===== config.mk =====
export PLATFORM = sky130hd
export DESIGN_NAME = spi_flash_reader_flat
export DESIGN_NICKNAME = d
export VERILOG_FILES = /design/src/rtl/spi_flash_reader_pkg.sv /design/src/rtl/spi_flash_reader_if.sv /design/src/rtl/spi_flash_reader_sclk_gen.sv /design/src/rtl/spi_flash_reader.sv /design/src/flat_wrapper.sv
export SDC_FILE = /design/constraint.sdc
export NUM_CORES = 1
export LEC_CHECK = 0
export ABC_AREA = 1
export BUFFER_PORTS_ARGS = -buffer_cell sky130_fd_sc_hd__buf_2
export CORE_MARGIN = 2
export CORE_UTILIZATION = 52
export CTS_CLUSTER_DIAMETER = 200
export DETAILED_ROUTE_END_ITERATION = 12
export PLACE_DENSITY_LB_ADDON = 0.15
export SLEW_MARGIN = 5
export SYNTH_ARGS = -nofsm -noshare
export SYNTH_HDL_FRONTEND = slang
export SYNTH_SLANG_ARGS = --single-unit

===== constraint.sdc =====
create_clock -name clk -period 19.7 [get_ports clk]
set_input_delay 4.925 -clock clk [delete_from_list [all_inputs] [get_ports clk]]
set_output_delay 4.925 -clock clk [all_outputs]
set_load 0.02 [all_outputs]

===== src/rtl/spi_flash_reader_pkg.sv =====
// Shared state encoding and SPI flash command constants for spi_flash_reader.
// The DUMMY state exists only when SPI_FAST_READ_EN is defined.
package spi_flash_pkg;

    typedef enum logic [2:0] {
        ST_IDLE,
        ST_CMD,
        ST_ADDR,
`ifdef SPI_FAST_READ_EN
        ST_DUMMY,
`endif
        ST_DATA,
        ST_STALL,
        ST_FINISH
    } state_t;

    localparam logic [7:0]  OP_READ      = 8'h03;
    localparam logic [7:0]  OP_FAST_READ = 8'h0B;
    localparam int unsigned ADDR_W       = 24;
    localparam int unsigned DUMMY_BITS   = 8;

endpackage


===== src/rtl/spi_flash_reader_if.sv =====
// Request / word-stream bus between spi_flash_reader and its host and consumer.
interface spi_flash_reader_if
    import spi_flash_pkg::*;
#(
    parameter int unsigned WORD_W = 32
);
    logic              start;
    logic [ADDR_W-1:0] start_addr;
    logic [15:0]       byte_count;
    logic              busy;
    logic              done;
    logic [WORD_W-1:0] data_out;
    logic              data_valid;
    logic              data_ready;

    modport master (
        output start, start_addr, byte_count, data_ready,
        input  busy, done, data_out, data_valid
    );

    modport slave (
        input  start, start_addr, byte_count, data_ready,
        output busy, done, data_out, data_valid
    );
endinterface


===== src/rtl/spi_flash_reader_sclk_gen.sv =====
// SPI mode-0 clock generator: CLK_DIV clk cycles per half period, with
// one-cycle rise/fall strobes. Pause holds SCLK low once it has fallen.
module spi_sclk_gen #(
    parameter int unsigned CLK_DIV = 2
) (
    input  logic clk,
    input  logic reset,
    input  logic i_run,
    input  logic i_pause,
    output logic spi_sclk,
    output logic rise_en,
    output logic fall_en
);
    localparam int unsigned CW = (CLK_DIV > 1) ? $clog2(CLK_DIV) : 1;

    logic [CW-1:0] r_cnt;
    logic          r_sclk;
    logic          w_term;

    assign w_term   = (r_cnt == CW'(CLK_DIV - 1));
    assign rise_en  = i_run && !i_pause && w_term && !r_sclk;
    assign fall_en  = i_run && w_term && r_sclk;
    assign spi_sclk = r_sclk;

    always_ff @(posedge clk or posedge reset) begin
        if (reset) begin
            r_cnt  <= '0;
            r_sclk <= 1'b0;
        end else if (!i_run) begin
            r_cnt  <= '0;
            r_sclk <= 1'b0;
        end else if (rise_en || fall_en) begin
            r_cnt  <= '0;
            r_sclk <= !r_sclk;
        end else if (!(i_pause && !r_sclk)) begin
            // a pause requested while SCLK is high still lets the fall happen
            r_cnt <= r_cnt + CW'(1);
        end
    end
endmodule


===== src/rtl/spi_flash_reader.sv =====
// SPI flash bulk reader: READ (or FAST_READ with SPI_FAST_READ_EN) + 24-bit
// address, then byte_count bytes packed MSB-first into WORD_W-bit words.
module spi_flash_reader
    import spi_flash_pkg::*;
#(
    parameter int unsigned WORD_W  = 32,
    parameter int unsigned CLK_DIV = 2,
    parameter int unsigned CS_HIGH = 4
) (
    input  logic                    clk,
    input  logic                    reset,
    spi_flash_reader_if.slave       bus,
    output logic                    spi_cs_n,
    output logic                    spi_sclk,
    output logic                    spi_mosi,
    input  logic                    spi_miso
);
    localparam int unsigned WB  = WORD_W / 8;
    localparam int unsigned IW  = (WB > 1) ? $clog2(WB) : 1;
    localparam int unsigned CCW = $clog2(CS_HIGH + 1) + 1;
`ifdef SPI_FAST_READ_EN
    localparam logic [7:0] OPCODE = OP_FAST_READ;
`else
    localparam logic [7:0] OPCODE = OP_READ;
`endif

    state_t            r_state, w_next;
    logic              r_cs_n, r_mosi, r_valid, r_done, r_pend_vld;
    logic [31:0]       r_tx;
    logic [4:0]        r_bitcnt;
    logic [6:0]        r_byte;
    logic [IW-1:0]     r_idx;
    logic [15:0]       r_left;
    logic [CCW-1:0]    r_cs_cnt;
    logic [WORD_W-1:0] r_acc, r_pend, r_data_out;

    logic              w_run, w_pause, w_rise, w_fall;
    logic              w_byte_end, w_last, w_word_end, w_out_free, w_finish_ok;
    logic [7:0]        w_byte;
    logic [WORD_W-1:0] w_word;

    assign w_run       = (r_state != ST_IDLE) && (r_state != ST_FINISH);
    assign w_pause     = (r_state == ST_STALL);
    assign w_byte      = {r_byte, spi_miso};
    assign w_byte_end  = (r_state == ST_DATA) && w_rise && (r_bitcnt[2:0] == 3'd7);
    assign w_last      = (r_left == 16'd1);
    assign w_word_end  = w_byte_end && (w_last || (r_idx == IW'(WB - 1)));
    assign w_out_free  = !r_valid || bus.data_ready;
    assign w_finish_ok = r_cs_n && (r_cs_cnt == CCW'(CS_HIGH)) && !r_valid && !r_pend_vld;

    spi_sclk_gen #(.CLK_DIV(CLK_DIV)) u_sclk (
        .clk      (clk),
        .reset    (reset),
        .i_run    (w_run),
        .i_pause  (w_pause),
        .spi_sclk (spi_sclk),
        .rise_en  (w_rise),
        .fall_en  (w_fall)
    );

    always_comb begin
        w_word = r_acc;
        for (int unsigned b = 0; b < WB; b++) begin
            if (r_idx == IW'(b)) w_word[WORD_W-8-8*b +: 8] = w_byte;
        end
    end

    always_ff @(posedge clk or posedge reset) begin
        if (reset) r_state <= ST_IDLE;
        else       r_state <= w_next;
    end

    always_comb begin
        w_next = r_state;
        case (r_state)
            ST_IDLE:   if (bus.start && (bus.byte_count != '0)) w_next = ST_CMD;
            ST_CMD:    if (w_rise && (r_bitcnt == 5'd7)) w_next = ST_ADDR;
`ifdef SPI_FAST_READ_EN
            ST_ADDR:   if (w_rise && (r_bitcnt == 5'(ADDR_W - 1))) w_next = ST_DUMMY;
            ST_DUMMY:  if (w_rise && (r_bitcnt == 5'(DUMMY_BITS - 1))) w_next = ST_DATA;
`else
            ST_ADDR:   if (w_rise && (r_bitcnt == 5'(ADDR_W - 1))) w_next = ST_DATA;
`endif
            ST_DATA: begin
                if (w_byte_end && w_last)          w_next = ST_FINISH;
                else if (w_word_end && !w_out_free) w_next = ST_STALL;
            end
            ST_STALL:  if (w_out_free) w_next = ST_DATA;
            ST_FINISH: if (w_finish_ok) w_next = ST_IDLE;
            default:   w_next = ST_IDLE;
        endcase
    end

    always_ff @(posedge clk or posedge reset) begin
        if (reset) begin
            r_cs_n     <= 1'b1;
            r_mosi     <= 1'b0;
            r_tx       <= '0;
            r_bitcnt   <= '0;
            r_byte     <= '0;
            r_idx      <= '0;
            r_left     <= '0;
            r_cs_cnt   <= '0;
            r_acc      <= '0;
            r_pend     <= '0;
            r_pend_vld <= 1'b0;
            r_data_out <= '0;
            r_valid    <= 1'b0;
            r_done     <= 1'b0;
        end else begin
            r_done <= 1'b0;
            if (r_valid && bus.data_ready) r_valid <= 1'b0;
            // a word parked by backpressure moves out as soon as the register frees
            if (r_pend_vld && w_out_free) begin
                r_data_out <= r_pend;
                r_valid    <= 1'b1;
                r_pend_vld <= 1'b0;
            end
            if (w_fall) begin
                r_mosi <= r_tx[31];
                r_tx   <= {r_tx[30:0], 1'b0};
            end
            case (r_state)
                ST_IDLE: begin
                    if (bus.start) begin
                        if (bus.byte_count == '0) begin
                            r_done <= 1'b1;
                        end else begin
                            r_cs_n   <= 1'b0;
                            r_mosi   <= OPCODE[7];
                            r_tx     <= {OPCODE[6:0], bus.start_addr, 1'b0};
                            r_bitcnt <= '0;
                            r_left   <= bus.byte_count;
                            r_idx    <= '0;
                            r_acc    <= '0;
                            r_cs_cnt <= '0;
                        end
                    end
                end
                ST_DATA: begin
                    if (w_rise) begin
                        r_byte   <= w_byte[6:0];
                        r_bitcnt <= w_byte_end ? 5'd0 : r_bitcnt + 5'd1;
                    end
                    if (w_byte_end) begin
                        r_left <= r_left - 16'd1;
                        if (w_word_end) begin
                            r_idx <= '0;
                            r_acc <= '0;
                            if (w_out_free) begin
                                r_data_out <= w_word;
                                r_valid    <= 1'b1;
                            end else begin
                                r_pend     <= w_word;
                                r_pend_vld <= 1'b1;
                            end
                        end else begin
                            r_acc <= w_word;
                            r_idx <= r_idx + IW'(1);
                        end
                    end
                end
                ST_STALL: ;
                ST_FINISH: begin
                    r_cs_n <= 1'b1;
                    r_mosi <= 1'b0;
                    if (r_cs_n && (r_cs_cnt != CCW'(CS_HIGH))) r_cs_cnt <= r_cs_cnt + CCW'(1);
                    if (w_finish_ok) r_done <= 1'b1;
                end
                default: begin
                    if (w_rise) r_bitcnt <= (w_next != r_state) ? 5'd0 : r_bitcnt + 5'd1;
                end
            endcase
        end
    end

    assign spi_cs_n       = r_cs_n;
    assign spi_mosi       = r_mosi;
    assign bus.busy       = (r_state != ST_IDLE);
    assign bus.done       = r_done;
    assign bus.data_out   = r_data_out;
    assign bus.data_valid = r_valid;
endmodule


===== src/flat_wrapper.sv =====
// flat-port wrapper written by rule: the top's interface ports become plain ports
module spi_flash_reader_flat import spi_flash_pkg::*;
#(
    parameter int unsigned WORD_W  = 32,
    parameter int unsigned CLK_DIV = 2,
    parameter int unsigned CS_HIGH = 4
)
  (clk, reset, spi_cs_n, spi_sclk, spi_mosi, spi_miso, bus_start, bus_start_addr, bus_byte_count, bus_data_ready, bus_busy, bus_done, bus_data_out, bus_data_valid);
  spi_flash_reader_if #(.WORD_W(WORD_W)) bus_i ();
  input  logic clk;
  input  logic reset;
  output logic spi_cs_n;
  output logic spi_sclk;
  output logic spi_mosi;
  input  logic spi_miso;
  input wire logic [$bits(bus_i.start)-1:0] bus_start;
  input wire logic [$bits(bus_i.start_addr)-1:0] bus_start_addr;
  input wire logic [$bits(bus_i.byte_count)-1:0] bus_byte_count;
  input wire logic [$bits(bus_i.data_ready)-1:0] bus_data_ready;
  output wire logic [$bits(bus_i.busy)-1:0] bus_busy;
  output wire logic [$bits(bus_i.done)-1:0] bus_done;
  output wire logic [$bits(bus_i.data_out)-1:0] bus_data_out;
  output wire logic [$bits(bus_i.data_valid)-1:0] bus_data_valid;
  assign bus_i.start = bus_start;
  assign bus_i.start_addr = bus_start_addr;
  assign bus_i.byte_count = bus_byte_count;
  assign bus_i.data_ready = bus_data_ready;
  assign bus_busy = bus_i.busy;
  assign bus_done = bus_i.done;
  assign bus_data_out = bus_i.data_out;
  assign bus_data_valid = bus_i.data_valid;
  spi_flash_reader #(.WORD_W(WORD_W), .CLK_DIV(CLK_DIV), .CS_HIGH(CS_HIGH)) u_core (.clk(clk), .reset(reset), .bus(bus_i), .spi_cs_n(spi_cs_n), .spi_sclk(spi_sclk), .spi_mosi(spi_mosi), .spi_miso(spi_miso));
endmodule

After elaboration in Yosys (flattened, before gate mapping):

Cells that the tools add are included.
Widths: inputs -> output; s select.

* input port bits: 45
* word-level logic and storage cells: 164
* output and inout port bits: 38
* flip-flop bits (word level): 172

* bitwise logic cells: 2
* reduce and logical (&&, ||, !) cells: 44
* add/sub/neg operators: 5
* equal/unequal tests: 23
* multiplexer cells: 73

Operators with widths (count)
* $mux 32: 13
* $pmux 32 s2: 1
* $mux 16: 3
* $mux 8: 4
* $pmux 16 s2: 1
* $mux 5: 6
* $mux 1: 24
* $logic_and 1x1->1: 21
* $mux 3: 7
* $pmux 3 s6: 1
* $eq 16x1->1 const B: 1
* $logic_not 16->1: 1
* $reduce_bool 16->1: 1
* $sub 16x1->16 const B: 1
* $pmux 5 s3: 1
* $mux 4: 3
* $reduce_and 4->1: 3
* $eq 3x3->1 const B: 3
* $mux 2: 4
* $pmux 4 s2: 1
* $eq 3x2->1 const B: 2
* $ne 2x1->1 const B: 3
* $ne 2x2->1 const B: 3
* $ne 3x3->1 const B: 2
* 25 further kinds: 37

Logic depth before layout (Yosys ltp):

* depth after elaboration: 16
* mapped depth: 15
* depth with buffers taken out: 15

Cells and area by module:

Synthesis repeated with hierarchy kept, for this count alone.

* cell total of the unflattened synthesis: 1109
* area, all modules: 8673.3 um^2

By module, submodules not included
* spi_flash_reader: seq. area each 4255.3 um^2, area an instance 8548.2 um^2, times used 1, cells an instance 1091
* spi_sclk_gen: seq. area each 50.0 um^2, area an instance 125.1 um^2, times used 1, cells an instance 18

Worst setup path before layout:

Ideal clock, no wire load.

* path kind: input port to flip-flop
* start point: input bus_data_ready
* end point: register u_core.r_data_out[27] (netlist: u_core.bus.data_out[27])
* library setup time: 0.144 ns
* data required time: 19.556 ns
* path buffers: 1
* arrival: 6.062 ns
* stages on the path: 7
* slack: 13.495 ns
* path through: nor2_1 > inv_1 > nand2_1 > clkbuf_1 > nand2_1 > o211ai_1 > o221ai_1

* longest elaborated chain between the ends: 7

Ends and longest elaborated chain
* from (decl): RTL line flat_wrapper.sv:19 `input wire logic [$bits(bus_i.data_ready)-1:0] bus_data_ready;`
* $logic_or 1x1->1 *: RTL line spi_flash_reader.sv:48 `assign w_out_free = !r_valid || bus.data_ready;`
* $logic_and 1x1->1: RTL line spi_flash_reader.sv:114 `if (r_pend_vld && w_out_free) begin`
* $mux 32: RTL line spi_flash_reader.sv:114
* $mux 32: RTL line spi_flash_reader.sv:150 `if (w_out_free) begin`
* $mux 32: RTL line spi_flash_reader.sv:147 `if (w_word_end) begin`
* $mux 32: RTL line spi_flash_reader.sv:145 `if (w_byte_end) begin`
* $mux 32 *: RTL line spi_flash_reader.sv:123 `case (r_state)`
* to (signal assigned): RTL line spi_flash_reader.sv:115 `r_data_out <= r_pend;`
* to (signal assigned): RTL line spi_flash_reader.sv:151 `r_data_out <= w_word;`
* to (decl): RTL line spi_flash_reader.sv:35 `logic [WORD_W-1:0] r_acc, r_pend, r_data_out;`

Mark *: on every way between the ends. The rest lies on a longest branch, timed or not.
A chain may end at the register's enable or synchronous reset.

Worst setup path after layout:

* start point: input bus_data_ready
* end point: register u_core.r_bitcnt[0]

* longest elaborated chain between the ends: 10
* elaborated cells between the ends (all ways): 11
* those cells by class: 1 x eq/ne; 7 x mux; 3 x reduce/logical

Ends and longest elaborated chain
* $logic_or 1x1->1 *: RTL line spi_flash_reader.sv:48
* $logic_not 1->1: RTL line spi_flash_reader.sv:86 `else if (w_word_end && !w_out_free) w_next = ST_STALL;`
* $logic_and 1x1->1: RTL line spi_flash_reader.sv:86
* $mux 3: RTL line spi_flash_reader.sv:86
* $mux 3: RTL line spi_flash_reader.sv:85 `if (w_byte_end && w_last) w_next = ST_FINISH;`
* $pmux 3 s6 *: RTL line spi_flash_reader.sv:75 `case (r_state)`
* via u_core.w_next[2]: RTL line spi_flash_reader.sv:27 `state_t r_state, w_next;`
* $ne 3x3->1 *: RTL line spi_flash_reader.sv:171 `if (w_rise) r_bitcnt <= (w_next != r_state) ? 5'd0 : r_bitcnt + 5'd1;`
* $mux 5 * (2 in series): RTL line spi_flash_reader.sv:171
* $pmux 5 s3 *: RTL line spi_flash_reader.sv:123
* to (signal assigned): RTL line spi_flash_reader.sv:143 `r_bitcnt <= w_byte_end ? 5'd0 : r_bitcnt + 5'd1;`
* to (signal assigned): RTL line spi_flash_reader.sv:171
* to (decl): RTL line spi_flash_reader.sv:30 `logic [4:0] r_bitcnt;`

The timed path passes the listed nets; every way through them passes the cells marked *. The select of a mux whose other input is x is not followed.

==> flow_summary.json <==
{
  "synth_warnings": 0,
  "yosys-top-cells-area": "dfrtp_1, nand2_1, o21ai_0, inv_1, nor2_1",
  "synthMuxAreaShare_pct": 0.502,
  "layout.cells.non_filler": 1360,
  "area_delta_synth_final_pct": 13.0,
  "routed_via_density": 5.33,
  "wirelength_um": 19200,
  "htree_levels": 4,
  "power_leakage_nw": 4.70,
  "synth_xor_area_share_pct": 0.804,
  "hold_viol_final": 0,
  "cts_tree": "done",
  "cp-end-kind": "flip-flop",
  "rrSetupSlack_ps": 16370,
  "port_buffers": 82,
  "die_y_um": 133,
  "rsz0062_at_grt": "no",
  "cp-start-kind": "input port",
  "synth_top_family_by_area": "simple AND/OR/NAND/NOR gates",
  "track_usage_pct": 22.9,
  "setup_viol": 0,
  "crit_end": "u_core.r_bitcnt[0]",
  "seq_area_frac_synth_pct": 49.4,
  "place_inst": 1328,
  "yosysMostFrequentCell": "nand2_1",
  "slew_viol_final": 0,
  "num_vias": 7250,
  "yosysUniqueCellTypes": 38,
  "synth_ff_type": "dfrtp_1",
  "yosysTopAreaCell": "dfrtp_1",
  "rows": 47,
  "min_path_type": "reg2reg",
  "antenna_found_initial": 0,
  "num_io_pins": 83,
  "clk_pin_slew_ps": 60,
  "synth_top_area_share_pct": 49.1,
  "vdd_drop_max_uv": 74.3,
  "grt_max_degree": 100,
  "cts.root.buffer_cell": "clkbuf_16",
  "die_area_um2": 17800,
  "fmax_mhz": 148,
  "powerDensity_nw_per_um2": 129,
  "ys_top_cells_by_count": "nand2_1, dfrtp_1, inv_1",
  "drive_gt1_share_pct": 12.3,
  "synth_cells": 1080,
  "wl_per_cell_um": 14.1,
  "place_hpwl_um": 12000,
  "setup_tns_ps": 0,
  "r2r_start": "u_core.r_state[2]",
  "place_congestion": 0.862,
  "grt_pass1_vias": 6745,
  "netlist_area_um2": 8720,
  "cts_sinks": 172,
  "synth_compound_area_share_pct": 19.3,
  "avgSynthCellArea_um2": 8.07,
  "postCtsHoldBufs": 0,
  "nNetsFinal": 1182,
  "drcViolationCount": 0,
  "skew_ps": 11.6,
  "synth-adder-area-share_pct": 1.44,
  "grt_pass1_wl_um": 33100,
  "numCtsBuffers": 17,
  "setup.worst_path.class": "in2reg",
  "core_area_um2": 16500,
  "antenna_left": 0,
  "critPathMaxFanout": 99,
  "cp.arrival_ps": 7080,
  "initial_core_util_pct": 52.9,
  "cts_setup_buffers": 0,
  "worstReg2RegEnd": "u_core.r_bitcnt[0]",
  "cts_resized": 0,
  "status": "completed",
  "slew_headroom_pct": 22.0,
  "period_needed_ps": 6760,
  "ys_ff_latch": 172,
  "overflow": 0,
  "synth_edf_count": 0,
  "tightest_slew_ps": 1170,
  "period_share_pct": 34.3,
  "cap_violations": 0,
  "startpoint": "bus_data_ready",
  "syn-num-nets": 1135,
  "cts_max_path_buffers": 2,
  "die_w_um": 133,
  "drt-pass1-iter-count": 5,
  "clock_latency_ps": 430,
  "fill_cells": 1499,
  "drtIter0Drc": 654,
  "reg2regPathDepth": 12,
  "synth-async-reset-ratio_pct": 100,
  "diodes": 0,
  "required_ps": 20020,
  "synthSimpleGateAreaFrac_pct": 19.9
}
==> flip-flops by register name (all words and copies together), names as in the netlist <==
register	cells
u_core.bus.data_out	32
u_core.r_acc	32
u_core.r_pend	32
u_core.r_tx	32
u_core.r_left	16
u_core.r_byte	7
u_core.r_bitcnt	5
u_core.r_cs_cnt	4
u_core.r_state	3
u_core.r_idx	2
u_core.bus.data_valid	1
u_core.bus.done	1
u_core.r_pend_vld	1
u_core.spi_cs_n	1
u_core.spi_mosi	1
u_core.u_sclk.r_cnt	1
u_core.u_sclk.spi_sclk	1
==> cell usage in the layout, fill, tap and decap left out, drive strengths merged, types with 3 or more instances in the layout <==
cell,count
o22ai,5
o211ai,33
o31ai,24
nor3,9
inv,133
a21oi,14
nand3,27
o21ai,159
clkbuf,23
nand4,10
dfrtp,171
o221ai,34
xor2,7
ha,10
nor2,86
bufinv,5
mux2,3
buf,88
nand2,287
==> logic make-up (layout without fill, tap and decap cells) <==
| group | Yosys count | in the layout |
|---|---|---|
| buffers and inverters | 191 | 251 |
| adders and majority gates | 10 | 10 |
| AOI/OAI and AO/OA | 275 | 275 |
| muxes | 4 | 4 |
| and+or+nand+nor | 420 | 420 |
| DFF | 172 | 172 |
| xor gates and xnor gates | 8 | 8 |
==> report_power, final <==
part | switching (W) | internal [W] | leakage [nW]
sequential | 0.0000471 | 0.000427 | 2.19
clock | 0.000137 | 0.000240 | 0.324
combinational | 0.000288 | 0.000128 | 2.18
total | 0.000473 | 0.000795 | 4.70
==> metal layers <==
metal,GRT usage (%),wire length (um),part of all wire (%),vias to the layer above
met5,0,0,0,-
met4,5.79,202,1.1,0
met3,4.60,761,4.0,18
met2,35.9,8860,46,144
met1,32.7,9390,49,3415
li1,-,-,-,3673
==> metrics by stage <==
stage	total power, W	area [um^2]	worst slack [ps]	utilization, %	hold slack (ps)
after global placement	0.000887	9190	12600	55.8	460
after global routing	0.00137	9850	12670	59.8	503
after detailed placement	0.000896	9190	12520	55.8	468
after floorplan	0.000801	8720	10120	-	448
after CTS	0.00128	9850	12960	59.8	484
final	0.00127	9850	12940	59.8	482
==> critical path, cell delays in order <==
cell     delay, ps
buf_2           90
nor2_1         320
nand3_4        820
nand3_1        390
nand2_1         90
nand3_1         80
nor2_1          50
nand2_1         80
nand2_1        100
nand2_1         80
nand2_1         50
==> area by class of cell <==
class / instances / area (um^2) / share of cell area (%)
inverters: 131 / 497 / 5.04
repair buffers: 88 / 455 / 4.62
clock inverters: 9 / 180 / 1.83
clock buffers: 23 / 488 / 4.95
flip-flops and latches: 172 / 4310 / 43.7
multi-input cells: 717 / 3650 / 37.1
well taps: 220 / 275 / 2.79
==> worst min path at each step <==
stage                     start          endpoint  depth (start not counted)
2_1_floorplan  u_core.r_acc[23]  u_core.r_acc[23]                          2
3_3_place_gp   u_core.r_acc[26]  u_core.r_acc[26]                          2
3_5_place_dp   u_core.r_acc[25]  u_core.r_acc[25]                          2
4_1_cts        u_core.r_pend[5]  u_core.r_pend[5]                          2
5_1_grt        u_core.r_pend[8]  u_core.r_pend[8]                          2
6_report       u_core.r_pend[5]  u_core.r_pend[5]                          2
No activity file was read; power rests on OpenSTA's default activity.
